<file path="src/rtl/aes_pkg.sv">
// Shared AES datapath types and GF(2^8) helpers.
// Column layout: byte k at [127-8k -: 8], column c at [127-32c -: 32].
package aes_pkg;

    localparam logic [7:0] AES_POLY = 8'h1B;

    typedef logic [127:0] state_t;
    typedef logic [31:0]  col_t;
    typedef logic [7:0]   byte_t;

    typedef enum logic [1:0] {
        IDLE,
        CALC,
        DONE
    } mc_state_t;

    function automatic byte_t get_byte(state_t s, logic [3:0] k);
        return s[127-8*int'(k) -: 8];
    endfunction

    function automatic col_t get_col(state_t s, logic [1:0] c);
        return s[127-32*int'(c) -: 32];
    endfunction

    function automatic state_t set_col(state_t s, logic [1:0] c, col_t w);
        state_t r;
        r = s;
        r[127-32*int'(c) -: 32] = w;
        return r;
    endfunction

    function automatic byte_t xtime(byte_t x);
        return {x[6:0], 1'b0} ^ (x[7] ? AES_POLY : 8'h00);
    endfunction

    function automatic byte_t gf_mul2(byte_t x);
        return xtime(x);
    endfunction

    function automatic byte_t gf_mul3(byte_t x);
        return xtime(x) ^ x;
    endfunction

    function automatic byte_t gf_mul9(byte_t x);
        byte_t x8;
        x8 = xtime(xtime(xtime(x)));
        return x8 ^ x;
    endfunction

    function automatic byte_t gf_mul11(byte_t x);
        byte_t x2, x8;
        x2 = xtime(x);
        x8 = xtime(xtime(x2));
        return x8 ^ x2 ^ x;
    endfunction

    function automatic byte_t gf_mul13(byte_t x);
        byte_t x4, x8;
        x4 = xtime(xtime(x));
        x8 = xtime(x4);
        return x8 ^ x4 ^ x;
    endfunction

    function automatic byte_t gf_mul14(byte_t x);
        byte_t x2, x4, x8;
        x2 = xtime(x);
        x4 = xtime(x2);
        x8 = xtime(x4);
        return x8 ^ x4 ^ x2;
    endfunction

endpackage

</file>
<file path="src/rtl/mix_columns_iter_if.sv">
// Valid/ready bus between row-shift, mix-columns and key-add stages.
// slave is the mix-columns side, master is the surrounding datapath.
interface mix_columns_iter_if;
    import aes_pkg::*;

    logic   in_valid;
    logic   in_ready;
    state_t in_data;
    logic   in_inv;
    logic   in_bypass;
    logic   out_valid;
    logic   out_ready;
    state_t out_data;

    modport slave (
        input  in_valid, in_data, in_inv, in_bypass, out_ready,
        output in_ready, out_valid, out_data
    );

    modport master (
        output in_valid, in_data, in_inv, in_bypass, out_ready,
        input  in_ready, out_valid, out_data
    );

endinterface

</file>
<file path="src/rtl/mix_column_word.sv">
// One 32-bit column through MixColumns or InvMixColumns.
// Purely combinational; inv selects the inverse matrix.
module mix_column_word
    import aes_pkg::*;
(
    input  col_t a,
    input  logic inv,
    output col_t b
);

    byte_t a0, a1, a2, a3;
    col_t  fwd, bwd;

    assign a0 = a[31:24];
    assign a1 = a[23:16];
    assign a2 = a[15:8];
    assign a3 = a[7:0];

    assign fwd = {
        gf_mul2(a0) ^ gf_mul3(a1) ^ a2 ^ a3,
        a0 ^ gf_mul2(a1) ^ gf_mul3(a2) ^ a3,
        a0 ^ a1 ^ gf_mul2(a2) ^ gf_mul3(a3),
        gf_mul3(a0) ^ a1 ^ a2 ^ gf_mul2(a3)
    };

    assign bwd = {
        gf_mul14(a0) ^ gf_mul11(a1) ^ gf_mul13(a2) ^ gf_mul9(a3),
        gf_mul9(a0) ^ gf_mul14(a1) ^ gf_mul11(a2) ^ gf_mul13(a3),
        gf_mul13(a0) ^ gf_mul9(a1) ^ gf_mul14(a2) ^ gf_mul11(a3),
        gf_mul11(a0) ^ gf_mul13(a1) ^ gf_mul9(a2) ^ gf_mul14(a3)
    };

    assign b = inv ? bwd : fwd;

endmodule

</file>
<file path="src/rtl/mix_columns_iter.sv">
// Column-serial MixColumns/InvMixColumns stage with final-round bypass.
// Mixes COLS_PER_CYCLE columns per clock in place, then holds the result.
module mix_columns_iter
    import aes_pkg::*;
#(
    parameter int COLS_PER_CYCLE = 1
) (
    input logic              clk,
    input logic              rst_n,
    mix_columns_iter_if.slave bus
);

    localparam logic [2:0] STEP = 3'(COLS_PER_CYCLE);

    if (!(COLS_PER_CYCLE == 1 ||
          COLS_PER_CYCLE == 2 ||
          COLS_PER_CYCLE == 4)) begin : g_bad_cols
        $error("COLS_PER_CYCLE must be 1, 2 or 4");
    end

    mc_state_t st_q, st_n;
    state_t    data_q, data_n, calc;
    logic      inv_q, inv_n;
    logic      byp_q, byp_n;
    logic [1:0] cnt_q, cnt_n;
    logic [2:0] cnt_sum;
    logic      last;
    logic      rdy, vld;

    logic [1:0] idx     [COLS_PER_CYCLE];
    col_t       mix_in  [COLS_PER_CYCLE];
    col_t       mix_out [COLS_PER_CYCLE];

    for (genvar i = 0; i < COLS_PER_CYCLE; i++) begin : g_col
        assign idx[i]    = cnt_q + 2'(i);
        assign mix_in[i] = get_col(data_q, idx[i]);
        mix_column_word u_mix (
            .a   (mix_in[i]),
            .inv (inv_q),
            .b   (mix_out[i])
        );
    end

    // Splice this clock's mixed columns back into the held state.
    always_comb begin
        calc = data_q;
        for (int i = 0; i < COLS_PER_CYCLE; i++) begin
            calc = set_col(calc, idx[i], mix_out[i]);
        end
    end

    // Bypass spends one clock in CALC with data held, matching the
    // single-clock latency of the full-width configuration.
    assign cnt_sum = {1'b0, cnt_q} + STEP;
    assign last    = byp_q | cnt_sum[2];

    // Next-state, next-data and state-decoded handshake outputs.
    always_comb begin
        st_n   = st_q;
        data_n = data_q;
        inv_n  = inv_q;
        byp_n  = byp_q;
        cnt_n  = cnt_q;
        rdy    = 1'b0;
        vld    = 1'b0;
        unique case (st_q)
            IDLE: begin
                rdy = 1'b1;
                if (bus.in_valid) begin
                    data_n = bus.in_data;
                    inv_n  = bus.in_inv;
                    byp_n  = bus.in_bypass;
                    cnt_n  = 2'd0;
                    st_n   = CALC;
                end
            end
            CALC: begin
                if (!byp_q) begin
                    data_n = calc;
                end
                cnt_n = last ? 2'd0 : cnt_sum[1:0];
                if (last) begin
                    st_n = DONE;
                end
            end
            DONE: begin
                vld = 1'b1;
                if (bus.out_ready) begin
                    st_n = IDLE;
                end
            end
            default: st_n = IDLE;
        endcase
    end

    // State, data and flag registers.
    always_ff @(posedge clk or negedge rst_n) begin
        if (!rst_n) begin
            st_q   <= IDLE;
            data_q <= '0;
            inv_q  <= 1'b0;
            byp_q  <= 1'b0;
            cnt_q  <= 2'd0;
        end else begin
            st_q   <= st_n;
            data_q <= data_n;
            inv_q  <= inv_n;
            byp_q  <= byp_n;
            cnt_q  <= cnt_n;
        end
    end

    assign bus.in_ready  = rdy;
    assign bus.out_valid = vld;
    assign bus.out_data  = data_q;

endmodule

</file>
<file path="src/flat_wrapper.sv">
// flat-port wrapper written by rule: the top's interface ports become plain ports
module mix_columns_iter_flat import aes_pkg::*;
#(
    parameter int COLS_PER_CYCLE = 1
)
  (clk, rst_n, bus_in_valid, bus_in_data, bus_in_inv, bus_in_bypass, bus_out_ready, bus_in_ready, bus_out_valid, bus_out_data);
  mix_columns_iter_if bus_i ();
  input logic clk;
  input logic rst_n;
  input wire logic [$bits(bus_i.in_valid)-1:0] bus_in_valid;
  input wire logic [$bits(bus_i.in_data)-1:0] bus_in_data;
  input wire logic [$bits(bus_i.in_inv)-1:0] bus_in_inv;
  input wire logic [$bits(bus_i.in_bypass)-1:0] bus_in_bypass;
  input wire logic [$bits(bus_i.out_ready)-1:0] bus_out_ready;
  output wire logic [$bits(bus_i.in_ready)-1:0] bus_in_ready;
  output wire logic [$bits(bus_i.out_valid)-1:0] bus_out_valid;
  output wire logic [$bits(bus_i.out_data)-1:0] bus_out_data;
  assign bus_i.in_valid = bus_in_valid;
  assign bus_i.in_data = bus_in_data;
  assign bus_i.in_inv = bus_in_inv;
  assign bus_i.in_bypass = bus_in_bypass;
  assign bus_i.out_ready = bus_out_ready;
  assign bus_in_ready = bus_i.in_ready;
  assign bus_out_valid = bus_i.out_valid;
  assign bus_out_data = bus_i.out_data;
  mix_columns_iter #(.COLS_PER_CYCLE(COLS_PER_CYCLE)) u_core (.clk(clk), .rst_n(rst_n), .bus(bus_i));
endmodule
</file>
<file path="config.mk">
export PLATFORM = sky130hd
export DESIGN_NAME = mix_columns_iter_flat
export DESIGN_NICKNAME = d
export VERILOG_FILES = /design/src/rtl/aes_pkg.sv /design/src/rtl/mix_columns_iter_if.sv /design/src/rtl/mix_column_word.sv /design/src/rtl/mix_columns_iter.sv /design/src/flat_wrapper.sv
export SDC_FILE = /design/constraint.sdc
export NUM_CORES = 1
export LEC_CHECK = 0
export ABC_AREA = 1
export BUFFER_PORTS_ARGS = -buffer_cell sky130_fd_sc_hd__buf_4
export CELL_PAD_IN_SITES_DETAIL_PLACEMENT = 1
export CELL_PAD_IN_SITES_GLOBAL_PLACEMENT = 1
export CORE_MARGIN = 4
export CORE_UTILIZATION = 39
export DETAILED_ROUTE_END_ITERATION = 8
export GPL_ROUTABILITY_DRIVEN = 0
export HOLD_SLACK_MARGIN = 0.15
export PLACE_DENSITY_LB_ADDON = 0.3
export RECOVER_POWER = 25
export REMOVE_ABC_BUFFERS = 1
export SLEW_MARGIN = 25
export SYNTH_ARGS = -nofsm -noshare
export SYNTH_HDL_FRONTEND = slang
export SYNTH_HIERARCHICAL = 1
export SYNTH_SLANG_ARGS = --single-unit
</file>
<file path="constraint.sdc">
create_clock -name clk -period 3.7 [get_ports clk]
set_input_delay 0.555 -clock clk [delete_from_list [all_inputs] [get_ports clk]]
set_output_delay 0.555 -clock clk [all_outputs]
set_load 0.03 [all_outputs]
</file>
* Yosys cells after proc, flatten, opt, wreduce, memory -nomap -nowiden
Index checks and enable logic that the tools add are counted.
Word-level totals: word-level logic and storage cells 114, register bits after elaboration 134, output and inout bits 130, input bits 134
Operators by class: reductions and logical operators 6, add/sub/neg operators 3, shifts and indexed selects 3, equality and inequality tests 6, bitwise logic cells 65, muxes and demuxes 26
Operators by type and width (count):
- $xor A8 B8 Y8 | 56
- $mux W128 | 2
- $pmux W128 S2 | 1
- $shift A32 B33 Y159 const A | 1
- $shiftx A159 B32 Y32 | 1
- $shiftx A32 B33 Y159 | 1
- $bwmux W128 | 1
- $xor A8 B5 Y8 | 8
- $mux W5 | 12
- $neg A32 Y33 | 1
- $mux W32 | 1
- $mux W2 | 5
- $sub A7 B7 Y8 const A | 1
- $ne A2 B2 Y1 const B | 3
- $pmux W2 S3 | 1
- $reduce_and A3 Y1 | 2
- $pmux W2 S2 | 1
- $reduce_and A2 Y1 | 2
- $add A2 B1 Y3 const B | 1
- $eq A2 B1 Y1 const B | 1
- $eq A2 B2 Y1 const B | 1
- $logic_not A2 Y1 | 1
- $mux W1 | 2
- $ne A2 B1 Y1 const B | 1
- other kinds (2) | 2

* Depth between registers and ports, before layout
depth in word-level cells 18, gate-level depth with buffers 28, depth with buffers taken out 24

* Cells and area by module
Netlist, hierarchy kept.
By module, submodules not included:
- mix_columns_iter | cells each 1341, instances 1, area each 8365.5 um^2, seq. area each 3353.2 um^2
- mix_column_word | cells each 1036, instances 1, area each 5413.9 um^2, seq. area each 0.0 um^2

* Worst setup path after synthesis
Ideal clock, no wire load.
kind flip-flop to flip-flop, start register u_core.cnt_q[0], end register u_core.data_q[124] (netlist: u_core/bus.out_data[124]), stages on the path, launching flop included 26, arrival 2.926 ns, library setup time 0.065 ns, buffers on the path 4, slack 0.708 ns, period minus slack after synthesis 2.992 ns, required time 3.635 ns, cell sequence dfrtp_1 > buf_2 > inv_1 > buf_2 > clkbuf_1 > nor2_1 > o22ai_1 > buf_6 > nand2_2 > nand2_2 > nand2_1 > nand2_2 > nand2_1 > nand2_1 > nor2_1 > nor2_1 > nand2_1 > nand3_1 > nand2_1 > inv_1 > inv_1 > nor2_1 > nand3_1 > nand2_1 > nand2_1 > nand2_1
RTL lines:
- start: declaration | line mix_columns_iter.sv:25 | logic [1:0] cnt_q, cnt_n;
- start signal: assignment | line mix_columns_iter.sv:109 | cnt_q <= cnt_n;
- end signal: assignment | line mix_columns_iter.sv:106 | data_q <= data_n;
- end: declaration | line mix_columns_iter.sv:22 | state_t data_q, data_n, calc;

==> impl_metrics.tcl <==
set metrics [dict create \
    status "completed" \
    yosysWarnings 6 \
    avgSynthCellArea_sq_um 5.80 \
    hold_viol_final 0 \
    cp-end-kind "flip-flop" \
    antenna_found_initial 0 \
    synth.top_cell.area_share 0.327 \
    synthArstFlopShare 1.00 \
    track_usage 0.311 \
    startpoint_type "flip-flop" \
    yosys.area_share.simple 0.475 \
    drt-total-wl_um 60900 \
    maxCapViolations 0 \
    crit_type "flip-flop to flip-flop" \
    arrival_ns 3.88 \
    num_antenna_cells 0 \
    cts_buffers 17 \
    fin_crit_sh 0.940 \
    netlist_instances 2377 \
    setup_ws_ns 0.221 \
    yosys.area_share.adder 0.00363 \
    cts.sinks 134 \
    synth_seq_area_share 0.243 \
    fmaxAchievable_ghz 0.287 \
    holdPathStages 3 \
    synth_area_leaders "nand2_1 (33%), dfrtp_1 (24%), nand3_1 (8.3%), xor2_1 (7.9%), xnor2_1 (3.9%)" \
    place_ws_ns 0.127 \
    synth.cell_area_sq_um 13800 \
    synth_area_leader_cell "nand2_1" \
    setup_viol 0 \
    clk_latency_ns 0.46 \
    antenna_left 0 \
    final_layout_size_suffix_gt1_frac 0.177 \
    cts_setup_buffers 0 \
    num_rows 68 \
    area_delta_synth_final_pct 23.0 \
    vias_per_cell 5.45 \
    layout.nets 2736 \
    rsz0062_at_grt "no" \
    relSlewSlack 0.0399 \
    ys_types 40 \
    grt_pass1_wl_um 95600 \
    core_area_sq_um 34700 \
    clkTransAtPathRegs_ns 0.07 \
    io_pins 264 \
    via_count 16700 \
    clock_path_buffers 2 \
    fp.dieH_um 196 \
    wl_per_cell_um 19.9 \
    min_path_type "primary input to flip-flop" \
    finClkSkew_ns 0.0144 \
    synth-seq-cells 134 \
    postLayoutCoreUtil 0.488 \
    synth_edf_count 0 \
    fill_cells 4889 \
    start_util 0.397 \
    synthFlopType "dfrtp_1" \
    finalSetupTns_ns 0 \
    grt_pass1_vias 17500 \
    required_ns 4.10 \
    yosysMostFrequentCell "nand2_1" \
    period_minus_slack_ns 3.48 \
    grt_max_degree 68 \
    synthMuxAreaShare 0 \
    cts_tree "done" \
    slew_viol_final 0 \
    synth_xor_area_frac 0.129 \
    cts-root-buf "clkbuf_16" \
    fp.dieW_um 196 \
    synth_compound_area_frac 0.0513 \
    netlist_top_cells_count "nand2_1 (1202), nand3_1 (228), inv_1 (138)" \
    fp.dieArea_sq_um 38400 \
    drtIter0Drc 1135 \
    hpwl_um 45700 \
    r2r.worst_path.cells 25 \
    critPathMaxFanout 26 \
    max_slew.worst_pin.slew_ns 1.44 \
    synth_top_family_by_area "simple AND/OR/NAND/NOR gates" \
    drcViolationCount 0 \
    grt_overflow 0 \
    htreeDepth 4 \
    drt_first_pass_iters 5 \
    placement.io_buffers 263 \
]
-- worst paths after layout --
kind,startpoint,end,slack [ns]
hold reg to reg,u_core/bus.out_data[83],u_core/bus.out_data[83],0.51
setup reg to reg,u_core/cnt_q[0],u_core/bus.out_data[101],0.22
min in group asynchronous,rst_n,u_core/bus.out_data[21],0.97
hold / removal,bus_in_bypass,u_core/byp_q,0.37
max in group asynchronous,rst_n,u_core/bus.out_data[82],0.60
setup / recovery,u_core/cnt_q[0],u_core/bus.out_data[101],0.22
-- critical path, cell delays in order (launching register included) --
cell	delay, ns
dfrtp_4	0.52
inv_2	0.13
buf_8	0.21
o21ai_0	0.14
o22ai_1	0.23
buf_6	0.25
inv_2	0.18
nand2_1	0.12
nand2_1	0.12
nand2_1	0.19
nand2_4	0.11
nand2_1	0.09
nand2_1	0.06
nand2_1	0.05
nand2_1	0.14
inv_1	0.09
nand2_1	0.05
nand3_1	0.06
nand2_1	0.10
inv_1	0.08
inv_1	0.04
nor2_1	0.11
nand3_1	0.10
nand2_1	0.11
nand2_1	0.05
nand2_1	0.05
-- area by class of cell --
class / count / area (sq um) / share of cell area
Clock buffer: 20 / 437 / 0.0258
Clock inverter: 12 / 131 / 0.00775
Timing Repair Buffer: 332 / 2650 / 0.157
Tap cell: 455 / 569 / 0.0336
Sequential cell: 134 / 3360 / 0.198
Inverter: 169 / 644 / 0.0380
Multi-Input combinational cell: 1944 / 9150 / 0.540
-- state kept, by name, summed over array words and instances, names as in the netlist --
signal	count
u_core/inv_q	1
u_core/st_q	2
u_core/bus.out_data	128
u_core/cnt_q	2
u_core/byp_q	1
-- stage by stage --
stage,cell area (sq um),hold WS [ns],cells
floorplan,13100,0.259,2247
global placement,16300,0.495,3033
detailed placement,16300,0.499,3033
CTS,16900,0.347,3066
global route,16900,0.389,3066
finish,16900,0.368,3066
-- kinds of logic after synthesis --
| kind of cell | after synthesis |
|---|---|
| AO/OA/AOI/OAI | 130 |
| XOR/XNOR | 194 |
| adder cells (fa/ha/maj) | 4 |
| buffers and inverters | 299 |
| flip-flops | 134 |
| AND/OR/NAND/NOR | 1616 |
-- placed cells by master, fill, tap and decap left out, types with 31 or more instances in the layout --
cell type and count:
o21ai_0 79, xor2_1 123, nor2_1 121, inv_1 137
xnor2_1 61, nand2_1 1200, buf_4 312, nand2_2 31
nand3_1 228, dfrtp_1 133
-- routing by layer --
layer,global-route usage,wire length [um]
met5,0,0
met3,0.0462,4300
met2,0.530,29300
met1,0.393,24900
met4,0.131,2460
-- repair_timing --
action | CTS | global route
resized for setup | 0 | 19
setup endpoints to repair | 0 | 71
endpoints found under the hold margin | 50 | 0
hold buffers | 1 | 0
Power is left out: the tool's default activity adds up to more than one toggle a clock period on the data nets, which glitch-free logic cannot reach.
